<file path="config.mk">
export PLATFORM = sky130hd
export DESIGN_NAME = irq_encoder
export DESIGN_NICKNAME = d
export VERILOG_FILES = /design/src/rtl/irq_enc_pkg.sv /design/src/rtl/irq_encoder_prio_encoder.sv /design/src/rtl/irq_encoder.sv
export SDC_FILE = /design/constraint.sdc
export NUM_CORES = 1
export LEC_CHECK = 0
export CORE_AREA = 3 3 40 42
export CTS_CLUSTER_SIZE = 24
export DETAILED_ROUTE_END_ITERATION = 10
export DIE_AREA = 0 0 43 45
export GPL_ROUTABILITY_DRIVEN = 0
export SYNTH_ARGS = -nofsm -noshare
export SYNTH_HDL_FRONTEND = slang
export SYNTH_SLANG_ARGS = --single-unit
</file>
<file path="constraint.sdc">
create_clock -name clk -period 1.3 [get_ports clk]
set_clock_uncertainty 0.1 [all_clocks]
set_input_delay 0.195 -clock clk [delete_from_list [all_inputs] [get_ports clk]]
set_output_delay 0.195 -clock clk [all_outputs]
set_load 0.005 [all_outputs]
</file>
<file path="src/rtl/irq_enc_pkg.sv">
// Shared types and helpers for the irq_encoder block: FSM state encoding
// and a one-hot builder used to clear the acknowledged pending bit.
package irq_enc_pkg;

  localparam int STATE_W   = 1;
  localparam int MAX_LINES = 32;

  typedef enum logic [STATE_W-1:0] {
    ST_IDLE = 1'b0,
    ST_HOLD = 1'b1
  } state_t;

  // Returns a MAX_LINES-wide vector with only bit `index` set; all zero when
  // index falls outside the m request lines.
  function automatic logic [MAX_LINES-1:0] onehot(input int unsigned index,
                                                  input int unsigned m);
    logic [MAX_LINES-1:0] v;
    v = '0;
    if (index < m) begin
      v = MAX_LINES'(1) << index;
    end
    return v;
  endfunction

endpackage

</file>
<file path="src/rtl/irq_encoder_prio_encoder.sv">
// Combinational priority picker over M mask bits. The search begins at `start`
// and wraps from M-1 back to 0; tie start to zero for fixed lowest-index-wins.
module prio_encoder #(
  parameter int N = 2,
  parameter int M = 3
) (
  input  logic [M-1:0] mask,
  input  logic [N-1:0] start,
  output logic [N-1:0] index,
  output logic         found
);

  localparam int          CODES  = 1 << N;
  localparam logic [N:0]  M_CODE = (N+1)'(M);

  logic [CODES-1:0] mask_ext;
  logic [N:0]       pos_w;
  logic [N-1:0]     pos;

  // Codes >= M read zero bits of the extended mask, so they are never picked.
  assign mask_ext = CODES'(mask);

  always_comb begin
    found = 1'b0;
    index = '0;
    pos_w = '0;
    pos   = '0;
    for (int k = 0; k < M; k++) begin
      pos_w = {1'b0, start} + (N+1)'(k);
      if (pos_w >= M_CODE) begin
        pos_w = pos_w - M_CODE;
      end
      pos = pos_w[N-1:0];
      if (!found && mask_ext[pos]) begin
        found = 1'b1;
        index = pos;
      end
    end
  end

endmodule

</file>
<file path="src/rtl/irq_encoder.sv">
// Event-to-index encoder: rising edges on req set sticky pending bits; the
// selected pending index is presented on addr. Define IRQ_ENC_RR_EN for rotating priority.
module irq_encoder
  import irq_enc_pkg::*;
#(
  parameter int N = 2,
  parameter int M = 3
) (
  input  logic         clk,
  input  logic         rst,
  input  logic [M-1:0] req,
  input  logic         ena,
  output logic [N-1:0] addr,
  output logic         valid,
  input  logic         ready,
  output logic [M-1:0] pending
);

  if (M < 1 || M > (1 << N) || M > MAX_LINES) begin : g_param_err
    $error("irq_encoder: M must satisfy 1 <= M <= 2**N (and <= %0d)", MAX_LINES);
  end

  state_t               state;
  state_t               state_n;
  logic [M-1:0]         req_d;
  logic [M-1:0]         edges;
  logic [M-1:0]         clr_oh;
  logic [M-1:0]         cand;
  logic [M-1:0]         pending_n;
  logic [N-1:0]         addr_n;
  logic [N-1:0]         start;
  logic [N-1:0]         index;
  logic                 found;
  logic                 accept;
  logic [MAX_LINES-1:0] addr_oh;
  logic                 unused_oh;

  // Handshake: addr is granted while valid is high and stays frozen until the
  // consumer raises ready; a transfer happens on any clk edge with valid && ready.
  assign accept = valid & ready;
  assign valid  = (state == ST_HOLD);

  assign edges     = req & ~req_d;
  assign addr_oh   = onehot(32'(addr), unsigned'(M));
  assign unused_oh = ^addr_oh;
  assign clr_oh    = accept ? addr_oh[M-1:0] : '0;

  // A new edge on the line being acknowledged re-sets its bit, so no event is lost.
  assign cand      = pending & ~clr_oh;
  assign pending_n = cand | edges;

  prio_encoder #(
    .N (N),
    .M (M)
  ) u_prio (
    .mask  (cand),
    .start (start),
    .index (index),
    .found (found)
  );

`ifdef IRQ_ENC_RR_EN
  logic [N-1:0] rr_ptr;

  always_ff @(posedge clk or posedge rst) begin
    if (rst) begin
      rr_ptr <= '0;
    end else if (accept) begin
      rr_ptr <= (addr == N'(M - 1)) ? '0 : addr + 1'b1;
    end
  end

  assign start = rr_ptr;
`else
  assign start = '0;
`endif

  always_comb begin
    state_n = state;
    addr_n  = addr;
    case (state)
      ST_IDLE: begin
        if (ena && found) begin
          state_n = ST_HOLD;
          addr_n  = index;
        end
      end
      ST_HOLD: begin
        if (accept) begin
          if (ena && found) begin
            addr_n = index;
          end else begin
            state_n = ST_IDLE;
          end
        end
      end
      default: state_n = ST_IDLE;
    endcase
  end

  always_ff @(posedge clk or posedge rst) begin
    if (rst) begin
      state   <= ST_IDLE;
      addr    <= '0;
      pending <= '0;
      req_d   <= '0;
    end else begin
      state   <= state_n;
      addr    <= addr_n;
      pending <= pending_n;
      req_d   <= req;
    end
  end

endmodule

</file>
==> metrics.log <==
[metrics] Antenna Violating Nets Remaining: 0
[metrics] signal arrival time at the worst endpoint: about 1.4 ns
[metrics] latest clock arrival within the worst-skew pair: 0.26 ns
[metrics] die width: 43 um
[metrics] max-cap violations: 0
[metrics] crit start category: flip-flop
[metrics] # port buffers: 12
[metrics] slew at the pin closest to its max-slew limit: 0.3357 ns
[metrics] number of vias after detailed routing: approximately 390
[metrics] global-route wire length before repair: roughly 1500 um
[metrics] final setup margin: -0.002365 ns
[metrics] status: finished with violations
[metrics] Total Nets Final: between 70 and 80
[metrics] standard-cell rows: 13
[metrics] pin count of the biggest net entering global routing: 10
[metrics] Finished Core Util: 50.54%
[metrics] total clock buffers created by CTS: 3
[metrics] cell leakage power: 0.3039 nW
[metrics] starting density of the core: 30.96%
[metrics] critical path type: reg2reg
[metrics] number of global-route vias before repair: 348
[metrics] number of cells produced by synthesis: 39
[metrics] remaining global-route overflow: 0
[metrics] GRT Util Overall: between 10% and 20%
[metrics] path category of the worst min-delay check: in2async
[metrics] post-placement setup slack: -0.1805 ns
[metrics] wire length reported by the detailed router: 926 um
[metrics] Clock Tree Root: sky130_fd_sc_hd__clkbuf_4
[metrics] TritonRoute pass-1 iters: 4
[metrics] post-route cell area: 649.4 um2
[metrics] routed len/inst: 11.58 um
[metrics] final routed DRC violation total: 0
[metrics] capturing element type of the critical path: flip-flop
[metrics] # IOs: 13
[metrics] vias per inst: 4.825
[metrics] Rel. slew slack: 77.60%
[metrics] number of distinct library cells after synthesis: 19
[metrics] final slew viol count: 0
[metrics] syn_area_per_cell: 10.20 um2
[metrics] leading cell types by total area after synthesis: sky130_fd_sc_hd__dfrtp_1 57%, sky130_fd_sc_hd__inv_1 5.7%, sky130_fd_sc_hd__o21ai_0 5.0%, sky130_fd_sc_hd__o21ai_1 3.8%, sky130_fd_sc_hd__nand3b_1 3.8%
[metrics] library cell occupying the most area in the post-synthesis netlist: sky130_fd_sc_hd__dfrtp_1
[metrics] final hold vios: 0
[metrics] number of buffers on the longest clock path: 2
[metrics] fin crit period: 1.302 ns
[metrics] synthesized flop and latch total: 9
[metrics] Final Cycle Share: 100.2%
[metrics] clock tree from TritonCTS: built
[metrics] share of cells above drive strength 1: 26.15%
[metrics] number of antenna violations at the first check in global routing: 0
[metrics] area share of the largest cell type after synthesis: 56.60%
[metrics] Netlist Area Pre-Place: 397.9 um2
[metrics] required time of the worst setup path: approximately 1.4 ns
[metrics] area of the die: 1935 um2
[metrics] YS warnings: 0
[metrics] Max H-tree Level: 1
[metrics] minimum hold slack: 0.08906 ns
[metrics] power consumption: 1.312 mW
[metrics] height of the die: 45 um
[metrics] maximum operating frequency: 767.8 MHz
[metrics] Area growth syn-to-layout: 63.21%
[metrics] violations in the final reports: negative setup slack
[metrics] placed inst area: 566.8 um2
[metrics] sequential-to-total area share from yosys stat: 56.60%
[metrics] CTS sink count: 9
[metrics] clock slew at reported path FFs: 0.06 ns
[metrics] first-iteration detailed-routing DRC count: 2
[metrics] peak supply drop: 717.6 uV
[metrics] number of nets in the synthesized netlist: 46
[metrics] PwrDens: 2021 nW/um2
[metrics] detailed-placement wirelength estimate: 623.7 um
[metrics] unrepaired setup endpoints after global routing: true
[metrics] area of the core: roughly 1300 um2
[metrics] n_diodes: 0
[metrics] largest fanout on the critical path: 4
[metrics] count of endpoints failing setup in the final report: 1
-- critical path: stages, from the launching register on --
cell and delay, ns:
sky130_fd_sc_hd__dfrtp_1 0.39, sky130_fd_sc_hd__buf_6 0.13, sky130_fd_sc_hd__nand4b_1 0.25, sky130_fd_sc_hd__o211ai_1 0.23, sky130_fd_sc_hd__o22a_1 0.14
-- area by class of cell --
cell class / count / area (um2)
Clock buffer: 4 / 26.28
Fill cell: 139 / 635.6
Inverter: 6 / 22.52
Multi-Input combinational cell: 24 / 160.2
Sequential cell: 9 / 226.5
Tap cell: 15 / 18.77
Timing Repair Buffer: 22 / 195.2
-- cells in the mapped netlist --
cell,count
sky130_fd_sc_hd__o21ai_1,3
sky130_fd_sc_hd__o22ai_1,1
sky130_fd_sc_hd__o211ai_1,1
sky130_fd_sc_hd__nand3b_1,2
sky130_fd_sc_hd__a41o_1,1
sky130_fd_sc_hd__nor2b_1,1
sky130_fd_sc_hd__and3_1,1
sky130_fd_sc_hd__nand2_1,2
sky130_fd_sc_hd__o22a_1,1
sky130_fd_sc_hd__o21ai_0,4
sky130_fd_sc_hd__o31a_1,1
sky130_fd_sc_hd__nand4b_1,1
sky130_fd_sc_hd__inv_1,6
sky130_fd_sc_hd__a31oi_1,1
sky130_fd_sc_hd__nand2b_1,1
sky130_fd_sc_hd__dfrtp_1,9
sky130_fd_sc_hd__a21o_1,1
sky130_fd_sc_hd__nor2_1,1
sky130_fd_sc_hd__or2_1,1
-- metrics by stage --
step | std cells | setup TNS, ns
after floorplan | 39 | 0
after global placement | 70 | -0.8365
after detailed placement | 70 | -0.8129
after CTS | 80 | -0.01356
after global routing | 80 | -0.2062
final | 80 | -0.002365
-- cells in the final DEF (no fill, tap or decap), types with 2 or more instances in the layout --
cell                              instances
sky130_fd_sc_hd__dfrtp_1                  8
sky130_fd_sc_hd__buf_4                    8
sky130_fd_sc_hd__inv_1                    6
sky130_fd_sc_hd__clkdlybuf4s50_1          6
sky130_fd_sc_hd__dlygate4sd2_1            6
sky130_fd_sc_hd__o21ai_0                  3
sky130_fd_sc_hd__clkbuf_4                 3
sky130_fd_sc_hd__o21ai_2                  2
sky130_fd_sc_hd__nand3b_1                 2
sky130_fd_sc_hd__o21ai_1                  2
sky130_fd_sc_hd__buf_6                    2
-- what timing repair did --
item | CTS | global route
pin swaps | 1 | 3
buffers inserted | 6 | 0
endpoints found under the setup margin | 6 | 5
resized for setup | 8 | 5
hold buffers | 0 | 0
endpoints found under the hold margin | 0 | 0
-- metal layers --
metal	track usage (%)	up-vias	wire length, um
li1	-	192	-
met1	13.22	171	414
met2	17.07	18	424
met3	1.195	5	52
met4	10.84	0	34
met5	0	-	0
-- where the power goes --
part / switching, mW / internal, mW
logic: 0.288 / 0.388
clock network: 0.0925 / 0.118
registers: 0.0510 / 0.375
total: 0.432 / 0.881
-- cells by family after synthesis --
| family | after synthesis | synth area share (%) |
|---|---|---|
| compound gates | 14 | 22.64 |
| simple gates | 10 | 15.10 |
| flops | 9 | 56.60 |
| buf+inv | 6 | 5.660 |
-- sequential cells by signal (all words and copies together), names as in the netlist --
register	count
pending	3
valid	1
addr	2
req_d	3
-- path summary, 6_finish.rpt --
check	start	end	slack (ns)	cells after the start
min in group clk	req[0]	req_d[0]	0.30	1
min reg2reg	req_d[2]	pending[2]	0.31	1
min	rst	req_d[0]	0.09	2
max	addr[1]	addr[1]	-0.002	4
max in group asynchronous	rst	addr[0]	0.74	2
max reg2reg	addr[1]	addr[1]	-0.002	4
Note: power is estimated with default switching activity, not from simulation.
==> RTL edit 1 (same flow settings) <==
Build with the macro `IRQ_ENC_RR_EN` defined.
--- a/src/rtl/irq_encoder.sv
+++ b/src/rtl/irq_encoder.sv
@@ -2,2 +2,4 @@
 // selected pending index is presented on addr. Define IRQ_ENC_RR_EN for rotating priority.
+`define IRQ_ENC_RR_EN
+
 module irq_encoder
Formal check against the unedited RTL: not equivalent (Yosys sat finds a counterexample within 10 cycles, from zero or initial values and one cycle with rst high).
==> RTL edit 1 against the original RTL <==
The flow still finishes with violations (negative setup slack). Combinational power rose to 4.0 times the old value. Cell area grew 81%. Synthesized cell count is 72% higher. Area after synthesis rose by 63%. Sequential cell count increased by 2. Setup slack worse by 0.52 ns. Die area unchanged. Power grew to 2.7 times the old value. Core utilization increased by 41 points. Non-clock buffer count is 20 higher. Global-route usage grew 15 points. Routed wire length rose to 2.6 times the old value. First-iteration DRC count grew to 16 times the old value. Critical path type unchanged. Critical endpoint is now addr[0]$_DFFE_PP0P_. Largest power group unchanged.
==> RTL edit 1: results (changes against the original RTL) <==
Outcome
The flow ran to the end, but the final reports show violations. The final reports fail on negative setup slack.

Global route
The combined global-route utilization of all metal layers is 0.2646 (+0.1542). The global-route wire length before repair is 3643 um (+140%). The via count of the first global-routing pass is 800 (+130%). The pin count of the biggest net entering global routing came to 12 (+2).

Cells and area
The area share of buffers outside the clock network is 0.3042 (+0.003586). The filler cell count in the final layout was 53 (-62%). The multi-input gate count was 47 (+96%). The share of final-layout standard cells stronger than drive strength 1 is 0.5487 (+0.2871).

The non-clock buffer count in the final layout came to 42 (+91%). The proportion of cell area occupied by multi-input gates is 0.3895 (+0.1429). The number of ordinary inverters in the final layout is 9 (+3). The post-route standard cell area excluding fillers was 1172 sq um (+81%).

Yosys
The count of unique library cells instantiated by Yosys was 24 (+5). The sequential fraction of the synthesis area is 0.4255 (-0.1405). Sorting the synthesized cells by how often they occur yields sky130_fd_sc_hd__dfrtp_1, sky130_fd_sc_hd__nand2_1, sky130_fd_sc_hd__inv_1, sky130_fd_sc_hd__o21ai_0, sky130_fd_sc_hd__nand3_1. The synthesized area divided by synthesized cell count is 9.655 sq um (-5.4%). The synthesized flop and latch total came to 11 (+2). Yosys attributes the largest share of cell area to sky130_fd_sc_hd__dfrtp_1, sky130_fd_sc_hd__ha_1, sky130_fd_sc_hd__nand2_1. The count of synthesis-stage warnings from yosys is 0 (unchanged). The synthesized netlist net count was 78 (+70%).

Timing
The hold slack came to 0.09484 ns (+0.005776 ns). The setup-violating endpoint count in the final report is 7 (+6). The summed negative setup slack over all endpoints is -1.999 ns (-1.997 ns). The setup slack of the critical path after layout is -0.5244 ns (-0.5221 ns). The headroom to the max-slew limit is 0.6844 (-0.09151).

Place
The placed instance count is 113 (+61%). The worst setup slack before clock tree synthesis was -0.7101 ns (-0.5296 ns). The post-placement cell area is 952.2 sq um (+68%).

The sum of net half-perimeters after detailed placement was 1374 um (+120%).

Power
The maximum resistive drop on vdd is 0.002094 V (+190%). The cell leakage power is 0.5515 nW (+82%).

Drt
The overall via count from detail_route was 745 (+93%). The aggregate routed wire length was 2449 um (+160%). The via-per-instance ratio was 5.820 (+21%). The number of DRC markers after the initial detailed-route iteration is 32 (+30).

Critical path
The endpoint identified for the worst register-to-register timing path is addr[0]$_DFFE_PP0P_. The number of cells traversed by the worst register-to-register path was 6 (+2). The delay of the slowest critical-path stage is 0.47 ns (+0.08 ns). The slowest stage cell on the critical path is sky130_fd_sc_hd__dfrtp_2. The launch instance of the worst register-to-register path is rr_ptr[1]$_DFFE_PP0P_.

Clock tree
The TritonCTS buffer count is 3 (unchanged). The clock insertion delay at the later pin of the skew report is 0.28 ns (+0.02 ns).
## RTL edit 1: metal layers
layer / vias up / global-route usage / routed length, um
li1: 337 / - / -
met1: 361 / 0.2897 / 995
met2: 32 / 0.4551 / 1211
met3: 15 / 0.06773 / 106
met4: 0 / 0.1747 / 135
met5: - / 0 / 0
## RTL edit 1: repair_timing
item	CTS	global route
resized for setup	31	16
buffers inserted	7	4
pin swaps	2	6
endpoints found under the setup margin	10	11
## RTL edit 1: cells by family after synthesis
| family | Yosys count | synth area share |
|---|---|---|
| AOI/OAI and AO/OA | 18 | 0.2089 |
| and+or+nand+nor | 25 | 0.2360 |
| adders and majority gates | 4 | 0.07737 |
| DFF | 11 | 0.4255 |
| buffers and inverters | 9 | 0.05222 |
## RTL edit 1: worst max-delay path: cells and delay by family (launching register included)
| family | cells | cell delay [ns] |
|---|---|---|
| simple gates | 1 | 0.06 |
| buf+inv | 1 | 0.07 |
| fa+ha+maj | 1 | 0.28 |
| compound gates | 3 | 0.73 |
| flops | 1 | 0.47 |
## RTL edit 1: worst max path at each step
stage | start | end
2_1_floorplan | rr_ptr[0]$_DFFE_PP0P_ | addr[0]$_DFFE_PP0P_
3_3_place_gp | ready | addr[0]$_DFFE_PP0P_
3_5_place_dp | ready | addr[0]$_DFFE_PP0P_
4_1_cts | rr_ptr[0]$_DFFE_PP0P_ | addr[0]$_DFFE_PP0P_
5_1_grt | rr_ptr[1]$_DFFE_PP0P_ | addr[0]$_DFFE_PP0P_
6_report | rr_ptr[1]$_DFFE_PP0P_ | addr[0]$_DFFE_PP0P_
## RTL edit 1: where the power goes
group / internal, mW / switching [mW] / total (mW)
combinational: 1.49 / 1.22 / 2.71
sequential: 0.472 / 0.145 / 0.618
clock: 0.119 / 0.136 / 0.255
==> RTL edit 2 (same flow settings) <==
Without the edit above. `N` is set to 2 in 2 places; all go to 3.
--- a/src/rtl/irq_encoder_prio_encoder.sv
+++ b/src/rtl/irq_encoder_prio_encoder.sv
@@ -3,3 +3,3 @@
 module prio_encoder #(
-  parameter int N = 2,
+  parameter int N = 3,
   parameter int M = 3
--- a/src/rtl/irq_encoder.sv
+++ b/src/rtl/irq_encoder.sv
@@ -5,3 +5,3 @@
 #(
-  parameter int N = 2,
+  parameter int N = 3,
   parameter int M = 3
Interface: changed (resized addr); port bits go from 13 to 14. No check against the original RTL was run, so the function may have changed too.
==> RTL edit 2 against the original RTL <==
Power is 2.5% lower. Cell area down 4.2%. Count of clock-buffer cells in the layout stayed put. Core utilization decreased by 2.1 points. Sequential cell count is the same. Setup slack improved by 0.022 ns. Worst hold slack gained 0.0018 ns. Routed wire length shrank 6.9%. Critical path depth is 1 higher. Area after synthesis fell by 1.9%. Largest power group unchanged.
==> RTL edit 2: results (changes against the original RTL) <==
Outcome
The run finished with clean final reports.

Yosys
The synthesized netlist net count is 47 (+2.2%). The cell count after synthesis is 40 (+2.6%). Sorting the synthesized cells by area gives the leading types as sky130_fd_sc_hd__dfrtp_1, sky130_fd_sc_hd__inv_1, sky130_fd_sc_hd__o21ai_1.

The sequential fraction of the synthesis area was 0.5769 (+0.01089). Ranked by instance count, the synthesized netlist is headed by sky130_fd_sc_hd__dfrtp_1, sky130_fd_sc_hd__inv_1, sky130_fd_sc_hd__o21ai_1.

Global route
The met2 routing resource usage after global routing is 0.1587 (-0.01198). The global-route track usage on met1 was 0.1194 (-0.01277). The via count of the first global-routing pass is 356 (+2.3%). The met3 routing resource usage after global routing is 0.03586 (+0.02390).

The global-route wire length before repair is 1428 um (-5.1%).

Timing
The hold slack is 0.09090 ns (+0.001840 ns).

Cells and area
The net total in the final layout is 71 (-2.7%). The share of final-layout standard cells stronger than drive strength 1 came to 0.2698 (+0.008303).

Clock tree
The number of instances resized during post-cts repair is 6 (-2). The number of buffers added for setup after CTS is 4 (-2).

Critical path
The number of cells traversed by the worst register-to-register path is 5 (+1). The register-to-register path setup slack is 0.02 ns (+0.02 ns). The endpoint of the lowest-slack register-to-register path is addr[0]$_DFFE_PP0P_. The arrival time reported for the critical path endpoint came to 1.32 ns (-0.08 ns).

Drt
The number of iterations in the first detailed-routing pass is 3 (-1). The aggregate routed wire length came to 862 um (-6.9%). The via-per-instance ratio is 4.615 (-4.3%).

The number of DRC markers after the initial detailed-route iteration is 3 (+1). The per-cell routed wire length is 11.05 um (-4.5%).

Place
The worst setup slack before clock tree synthesis is -0.1541 ns (+0.02633 ns). The sum of net half-perimeters after detailed placement is 591.3 um (-5.2%). The post-placement cell area is 551.8 sq um (-2.6%).

Power
The net switching power of the design is 431.8 uW (about the same).
==> RTL edit 2: area by class of cell <==
cell class | count | area, sq um
fill | 142 | 663.1
inverter | 7 | 26.28
multi-input combinational | 23 | 148.9
clock buffer | 4 | 26.28
sequential | 9 | 225.2
tap | 15 | 18.77
timing repair buffer | 20 | 176.4
==> RTL edit 2: metal layers <==
layer  vias up  part of all wire
met2        12              0.46
li1        183                 -
met5         -                 0
met4         0             0.039
met3         5             0.064
met1       160              0.43
==> RTL edit 2: cell families after synthesis <==
family / synth area share
simple gates: 0.1539
other cells: 0.009606
compound gates: 0.1731
flops: 0.5769
buf+inv: 0.08656
==> RTL edit 2: how the worst max path moves through the flow <==
stage	startpoint	to	slack (ns)
after global routing	addr[1]$_DFFE_PP0P_	addr[0]$_DFFE_PP0P_	-0.05
after global placement	ready	valid$_DFF_PP0_	-0.15
after floorplan	addr[1]$_DFFE_PP0P_	valid$_DFF_PP0_	0.19
final	addr[1]$_DFFE_PP0P_	addr[0]$_DFFE_PP0P_	0.02
after detailed placement	ready	addr[0]$_DFFE_PP0P_	-0.15
after CTS	addr[1]$_DFFE_PP0P_	valid$_DFF_PP0_	0.02
==> RTL edit 2: worst max-delay path, stage by stage, from the launching register on <==
cell and delay (ns):
sky130_fd_sc_hd__dfrtp_1 0.39, sky130_fd_sc_hd__buf_6 0.13, sky130_fd_sc_hd__nand4b_1 0.22, sky130_fd_sc_hd__nand2_1 0.14, sky130_fd_sc_hd__o22a_1 0.14, sky130_fd_sc_hd__o21ai_1 0.05
==> RTL edit 2: power by group through the flow <==
stage                     clock (mW)  combinational [mW]  sequential [mW]
after floorplan                    0               0.184            0.471
after global placement             0               0.539            0.445
after detailed placement           0               0.539            0.446
after CTS                      0.226               0.591            0.412
after global routing           0.231               0.716            0.427
final                          0.211               0.652            0.416
